$ cat src/rtl/summ_pipe.sv
// summ_pipe: masked signed delay-and-sum over a registered binary adder tree; SUMM_PIPE_SAT_EN selects clamping instead of wrap
module summ_pipe #(
  parameter int DATA_WIDTH   = 16,
  parameter int NUM_CHANNELS = 4,
  parameter int OUT_WIDTH    = 24
) (
  input  logic                               clk,
  input  logic                               reset,
  input  logic [NUM_CHANNELS*DATA_WIDTH-1:0] din,
  input  logic [NUM_CHANNELS-1:0]            ch_mask,
  input  logic                               in_valid,
  input  logic                               in_last,
  output logic                               in_ready,
  output logic [OUT_WIDTH-1:0]               sout,
  output logic                               out_valid,
  output logic                               out_last,
  input  logic                               out_ready,
  output logic                               sat_hit
);
  localparam int L  = $clog2(NUM_CHANNELS);
  localparam int FW = DATA_WIDTH + L;
  function automatic int cnt(input int s);
    return (NUM_CHANNELS + (1 << s) - 1) >> s;
  endfunction
  logic                 w_adv;
  logic                 r_init;
  logic signed [FW-1:0] w_full;
  logic [OUT_WIDTH-1:0] w_out;
  assign w_adv    = !out_valid || out_ready;
  assign in_ready = w_adv && r_init;
  // input acceptance opens on the first edge after reset release
  always_ff @(posedge clk or negedge reset)
    if (!reset) r_init <= 1'b0;
    else r_init <= 1'b1;
  genvar s, i;
  for (s = 0; s < L; s++) begin : g_lvl
    localparam int N = cnt(s);
    logic signed [FW-1:0] r_d [N];
    logic signed [FW-1:0] w_d [N];
    logic                 r_v, r_l, w_v, w_l;
    if (s == 0) begin : g_in
      for (i = 0; i < N; i++) begin : g_ch
        assign w_d[i] = ch_mask[i] ? {{L{din[i*DATA_WIDTH+DATA_WIDTH-1]}}, din[i*DATA_WIDTH +: DATA_WIDTH]} : '0;
      end
      assign w_v = in_valid && in_ready;
      assign w_l = in_last && in_valid && in_ready;
    end else begin : g_add
      localparam int P = cnt(s - 1);
      for (i = 0; i < N; i++) begin : g_pair
        if (2 * i + 1 < P) begin : g_sum
          assign w_d[i] = g_lvl[s-1].r_d[2*i] + g_lvl[s-1].r_d[2*i+1];
        end else begin : g_pass
          assign w_d[i] = g_lvl[s-1].r_d[2*i];
        end
      end
      assign w_v = g_lvl[s-1].r_v;
      assign w_l = g_lvl[s-1].r_l;
    end
    // each tree level freezes as a unit while the output is stalled
    always_ff @(posedge clk or negedge reset)
      if (!reset) begin
        r_v <= 1'b0;
        r_l <= 1'b0;
        r_d <= '{default: '0};
      end else if (w_adv) begin
        r_v <= w_v;
        r_l <= w_l;
        r_d <= w_d;
      end
  end
  assign w_full = g_lvl[L-1].r_d[0] + g_lvl[L-1].r_d[1];
`ifdef SUMM_PIPE_SAT_EN
  logic w_clip, r_clip, r_sat;
`endif
  if (OUT_WIDTH >= FW) begin : g_ext
    assign w_out = OUT_WIDTH'(w_full);
`ifdef SUMM_PIPE_SAT_EN
    assign w_clip = 1'b0;
`endif
  end else begin : g_red
`ifdef SUMM_PIPE_SAT_EN
    logic [FW-OUT_WIDTH:0] w_top;
    assign w_top  = w_full[FW-1:OUT_WIDTH-1];
    assign w_clip = !(&w_top) && |w_top;
    assign w_out  = w_clip ? {w_full[FW-1], {(OUT_WIDTH-1){!w_full[FW-1]}}} : w_full[OUT_WIDTH-1:0];
`else
    assign w_out = w_full[OUT_WIDTH-1:0];
`endif
  end
  // final adder and width adjust; sout only reloads for a valid sample
  always_ff @(posedge clk or negedge reset)
    if (!reset) begin
      sout      <= '0;
      out_valid <= 1'b0;
      out_last  <= 1'b0;
    end else if (w_adv) begin
      out_valid <= g_lvl[L-1].r_v;
      out_last  <= g_lvl[L-1].r_l;
      if (g_lvl[L-1].r_v) sout <= w_out;
    end
`ifdef SUMM_PIPE_SAT_EN
  // clamp tag travels with sout; sticky flag sets when a clamped sample is taken
  always_ff @(posedge clk or negedge reset)
    if (!reset) begin
      r_clip <= 1'b0;
      r_sat  <= 1'b0;
    end else begin
      if (w_adv && g_lvl[L-1].r_v) r_clip <= w_clip;
      r_sat <= r_sat || (out_valid && out_ready && r_clip);
    end
  assign sat_hit = r_sat;
`else
  assign sat_hit = 1'b0;
`endif
endmodule

$ cat config.mk
export PLATFORM = sky130hd
export DESIGN_NAME = summ_pipe
export DESIGN_NICKNAME = d
export VERILOG_FILES = /design/src/rtl/summ_pipe.sv
export SDC_FILE = /design/constraint.sdc
export NUM_CORES = 1
export LEC_CHECK = 0
export CAP_MARGIN = 10
export CORE_UTILIZATION = 39
export CTS_CLUSTER_DIAMETER = 150
export DETAILED_ROUTE_END_ITERATION = 16
export DONT_BUFFER_PORTS = 1
export GPL_ROUTABILITY_DRIVEN = 0
export GPL_TIMING_DRIVEN = 0
export PLACE_DENSITY = 0.66
export SLEW_MARGIN = 40
export SYNTH_ARGS = -nofsm -noshare
export SYNTH_HDL_FRONTEND = slang
export SYNTH_SLANG_ARGS = --single-unit
$ cat constraint.sdc
create_clock -name clk -period 2.1 [get_ports clk]
set_clock_uncertainty 0.1 [all_clocks]
set_input_delay 0.21 -clock clk [delete_from_list [all_inputs] [get_ports clk]]
set_output_delay 0.21 -clock clk [all_outputs]
set_load 0.005 [all_outputs]
### After elaboration in Yosys (flattened, before gate mapping)

Cells that the tools add are included.

| storage, ports and cells | value |
|---|---|
| input port bits | 73 |
| bits in registers | 133 |

| operators by class | value |
|---|---|
| $add $sub $neg | 3 |
| reduce and logical (&&, ||, !) cells | 7 |
| mux-type cells | 4 |

Operators with widths:

| cell | number |
|---|---|
| two-way mux 18 bit | 4 |
| adder 18 bit | 3 |
| logical AND 1 bit | 4 |
| AND reduction 2 bit | 1 |
| zero test 1 bit | 1 |
| logical OR 1 bit | 1 |

### Logic depth before layout (Yosys ltp)

| depth | value |
|---|---|
| depth in word-level cells | 4 |
| depth in mapped cells | 9 |
| mapped depth without buffers | 9 |

### Worst setup path after synthesis

Ideal clock, no wire load.

| path | value |
|---|---|
| path type | reg-to-reg |
| from | reg g_lvl[0].r_d[36] (netlist name) |
| to | reg g_lvl[1].r_d[26] (netlist name) |
| stages on the path, launching flop included | 10 |
| library setup time | 0.069 ns |
| clock period less this slack | 2.191 ns |
| data required time | 1.931 ns |
| setup slack | -0.091 ns |
| arrival time | 2.022 ns |
| buffers on the path | 0 |
| cell sequence | dfrtp_1 ha_1 inv_1 fa_1 nor2b_4 o2111a_1 or3_1 a21oi_1 or4b_1 nand3_1 |

| between the ends | value |
|---|---|
| cells in the longest elaborated chain, start to end | 1 |

Ends and longest elaborated chain:

| what | RTL line | RTL |
|---|---|---|
| start: declaration | 38 | `logic signed [FW-1:0] r_d [N];` |
| start signal: assignment | 68 | `r_d <= w_d;` |
| adder 18 bit | 51 | `assign w_d[i] = g_lvl[s-1].r_d[2*i] + g_lvl[s-1].r_d[2*i+1];` |
| end signal: assignment | 68 |  |
| end: declaration | 38 |  |

No other way between the ends.
A chain may end at the register's enable or synchronous reset.

### Final worst setup path

| path | value |
|---|---|
| from | reg g_lvl[0].r_d[54] (netlist name) |
| to | reg g_lvl[1].r_d[30] (netlist name) |

Same word-level chain as after synthesis.

==> results.py <==
metrics = {
    "run_status": {
        "violations": "DRC, hold timing, setup timing",
        "status": "finished, violations left",
    },
    "cells_and_area": {
        "nNetsFinal": 1074,
        "drive_above_1_share": 0.1850,
        "n_antenna_cell": 0,
        "fin_cells": 1191,
        "final_core_util": 0.5324,
        "syn_to_final_growth_pct": 32.75,
    },
    "sta": {
        "clock.fmax_ghz": 0.4378,
        "setup_ws_ns": -0.1840,
        "fin_crit_ns": 2.284,
        "relSlewSlack": 0.5488,
        "final_max_slew_viol_count": 0,
        "tightest_slew_ns": 0.6768,
        "rsz0062_at_grt": "yes",
        "min_period_over_period": 1.088,
        "hold_viol": 125,
        "setup-violations-final": 18,
        "hold_slack_ns": -0.6165,
    },
    "power": {
        "power_density_nw_per_um2": 1199,
        "power.switching_uw": 4270,
        "pwr-share-clk": 0.271,
        "seq_power_share": 0.306,
        "p_int_uw": 7310,
        "total_power_uw": 11580,
        "p_comb_frac": 0.422,
        "p_leak_uw": 0.004396,
        "p_sw_frac": 0.3687,
        "ir_worst_vdd_mv": 0.6962,
    },
    "routing": {
        "via_count": 6531,
        "routed_wl_um": 20370,
        "dr.pass1.iters": 13,
        "drt_iter0_markers": 420,
        "via_per_inst": 5.484,
        "wl_per_cell_um": 17.10,
        "drc": 7,
        "ant_nets": 0,
    },
    "synth": {
        "synth_top_area_frac": 0.4298,
        "ys_seq_elements": 125,
        "synth.area.top_cells": "dfrtp_1, nand2_1, ha_1, nand3_1, o21ai_0",
        "postSynthCellCount": 838,
        "synth_area_sq_um": 7278,
        "synth.avg_cell_area_sq_um": 8.685,
        "synthArstFlopShare": 1.000,
        "yosys_warnings": 0,
        "syn-num-nets": 963,
        "yosysSeqAreaShare": 0.4298,
        "ys_types": 62,
        "synth_flop_cell": "dfrtp_1",
        "yosysTopAreaCell": "dfrtp_1",
        "synth_edf_count": 0,
    },
    "grt": {
        "grtUsageTotal": 0.2124,
        "first_global_vias": 6285,
        "grt_max_degree": 126,
        "grt_pass1_wl_um": 32210,
        "antenna_found_initial": 0,
        "gr-total-overflow": 0,
    },
    "die": {
        "start_util": 0.4011,
        "dieArea_sq_um": 19210,
        "die_w_um": 138.6,
        "coreArea_sq_um": 18150,
        "rows": 49,
        "ioPinCount": 101,
        "die-height_um": 138.6,
    },
    "job": {
        "maxCapViolCount": 0,
    },
    "clocking": {
        "clkTransAtPathRegs_ns": 0.06,
        "clockBufferDepth": 2,
        "clkSinkCount": 125,
        "holdBufCountCts": 66,
        "cts_htree_levels": 4,
        "numCtsBuffers": 17,
        "cts_tree": "done",
        "cts_root_buffer": "clkbuf_16",
        "clock_latency_ns": 0.42,
    },
    "worst_setup_path": {
        "crit_path_max_fanout": 3,
        "cp-startpoint": "g_lvl[0].r_d[54]",
        "arrival_ns": 2.46,
        "crit_path_cell_trace": "ha_2 > inv_2 > fa_2 > nor2b_4 > o2111a_2 > o211a_4 > o311ai_4 > and3b_1 > o31ai_2",
        "timing.rr.start": "g_lvl[0].r_d[54]",
        "cp-start-kind": "flop",
        "cp-end-kind": "flop",
        "max_stage_delay_ns": 0.41,
        "crit_required_ns": 2.28,
        "slowest_stage": "dfrtp_1",
        "crit_type": "reg -> reg",
    },
    "placement": {
        "io_buffers": 0,
        "dp.final_hpwl_um": 13820,
        "dp_cells": 1067,
        "pre_cts_ws_ns": -0.4152,
    },
    "hold_path": {
        "hold_class": "in -> async",
    },
}
worst paths after layout:
check / to / slack [ns] / cells after the start
min in group clk: g_lvl[0].r_d[4] / 0.06 / 3
setup / recovery: g_lvl[1].r_d[30] / -0.18 / 9
setup reg to reg: g_lvl[1].r_d[30] / -0.18 / 9
max in group asynchronous: sout[11] / 2.32 / 0
hold reg to reg: g_lvl[1].r_l / 0.37 / 2
hold / removal: g_lvl[0].r_d[40] / -0.62 / 0
power groups by stage:
stage / sequential [uW] / clock (uW) / combinational, uW
4_1_cts: 3510 / 3180 / 4200
6_report: 3550 / 3140 / 4890
3_5_place_dp: 3530 / 0 / 3630
3_3_place_gp: 3520 / 0 / 3570
2_1_floorplan: 3340 / 0 / 2870
5_1_grt: 3620 / 3290 / 5350
routing by layer:
metal | vias up | global-route usage | share of wire
met5 | - | 0 | 0
met3 | 27 | 0.04420 | 0.052
met1 | 3186 | 0.2753 | 0.44
met2 | 173 | 0.3519 | 0.49
li1 | 3145 | - | -
met4 | 0 | 0.07661 | 0.018
synth_stat cells, types with 4 or more instances:
master and number:
a211oi_1 9, and3_1 7, nor2_1 35, ha_1 49, o31ai_1 7, inv_1 15
nor3_1 10, mux2i_1 4, xor2_1 14, o21a_1 10, nand3_1 72, nor3b_1 7
o211ai_1 9, and2_1 4, o21ai_0 54, xnor2_1 14, nand4_1 8, buf_4 7
buf_1 9, a21oi_1 53, a21o_1 11, nor2b_1 9, nand2b_1 9, nand2_1 194
dfrtp_1 125, clkbuf_1 34
state kept, by name (all words and copies together), names as in the netlist:
signal	count
out_last	1
g_lvl.r_d	100
r_init	1
out_valid	1
g_lvl.r_l	2
sout	18
g_lvl.r_v	2
stage by stage:
step | setup TNS, ns | cell area, sq um
2_1_floorplan | -0.07692 | 7305
5_1_grt | -3.531 | 9662
6_report | -1.422 | 9662
3_5_place_dp | -29.94 | 7591
3_3_place_gp | -29.44 | 7591
4_1_cts | -1.571 | 9175
area by class of cell:
class                           count  area, sq um
Timing Repair Buffer               97        912.1
Tap cell                          229        286.5
Buffer                             48        234.0
Sequential cell                   125         3128
Clock inverter                     14        192.7
Clock buffer                       18        439.2
Fill cell                        1647         8486
Inverter                           15        56.30
Multi-Input combinational cell    645         4413
cell usage in the layout, fill, tap and decap left out, types with 11 or more instances in the layout:
cell type | netlist | routed
buf_4 | 7 | 33
a21oi_2 | 2 | 12
dlygate4sd3_1 | 0 | 66
clkbuf_16 | 0 | 17
xor2_1 | 14 | 12
nor2_1 | 35 | 35
ha_1 | 49 | 29
nand2_1 | 194 | 194
inv_1 | 15 | 12
a21o_1 | 11 | 11
nand3_1 | 72 | 72
dfrtp_1 | 125 | 125
o21ai_0 | 54 | 39
ha_4 | 0 | 13
clkbuf_1 | 34 | 15
clkbuf_2 | 0 | 13
a21oi_1 | 53 | 40
logic make-up (layout without fill, tap and decap cells):
logic type | Yosys count | in the layout | synth area share
AO/OA/AOI/OAI | 191 | 191 | 0.1695
flip-flops | 125 | 125 | 0.4298
AND/OR/NAND/NOR | 367 | 367 | 0.2273
other | 2 | 2 | 0.001032
XOR/XNOR | 28 | 28 | 0.03370
buffers and inverters | 68 | 192 | 0.03919
multiplexers | 5 | 5 | 0.007048
adder cells (fa/ha/maj) | 52 | 52 | 0.09249
critical path, delay by kind of cell (launching register included):
family / cells / cell delay, ns
AO/OA/AOI/OAI: 4 / 0.87
adder cells (fa/ha/maj): 2 / 0.43
buffers and inverters: 1 / 0.05
flip-flops: 1 / 0.41
AND/OR/NAND/NOR: 2 / 0.28
what timing repair did:
item                                    4_1_cts  5_1_grt
endpoints found under the hold margin       191      125
gates resized for setup                      51       77
pin swaps                                    28       37
cloned                                        0        0
endpoints found under the setup margin      106       80
setup buffers                                17       15
Note: power is estimated with default switching activity, not from simulation.
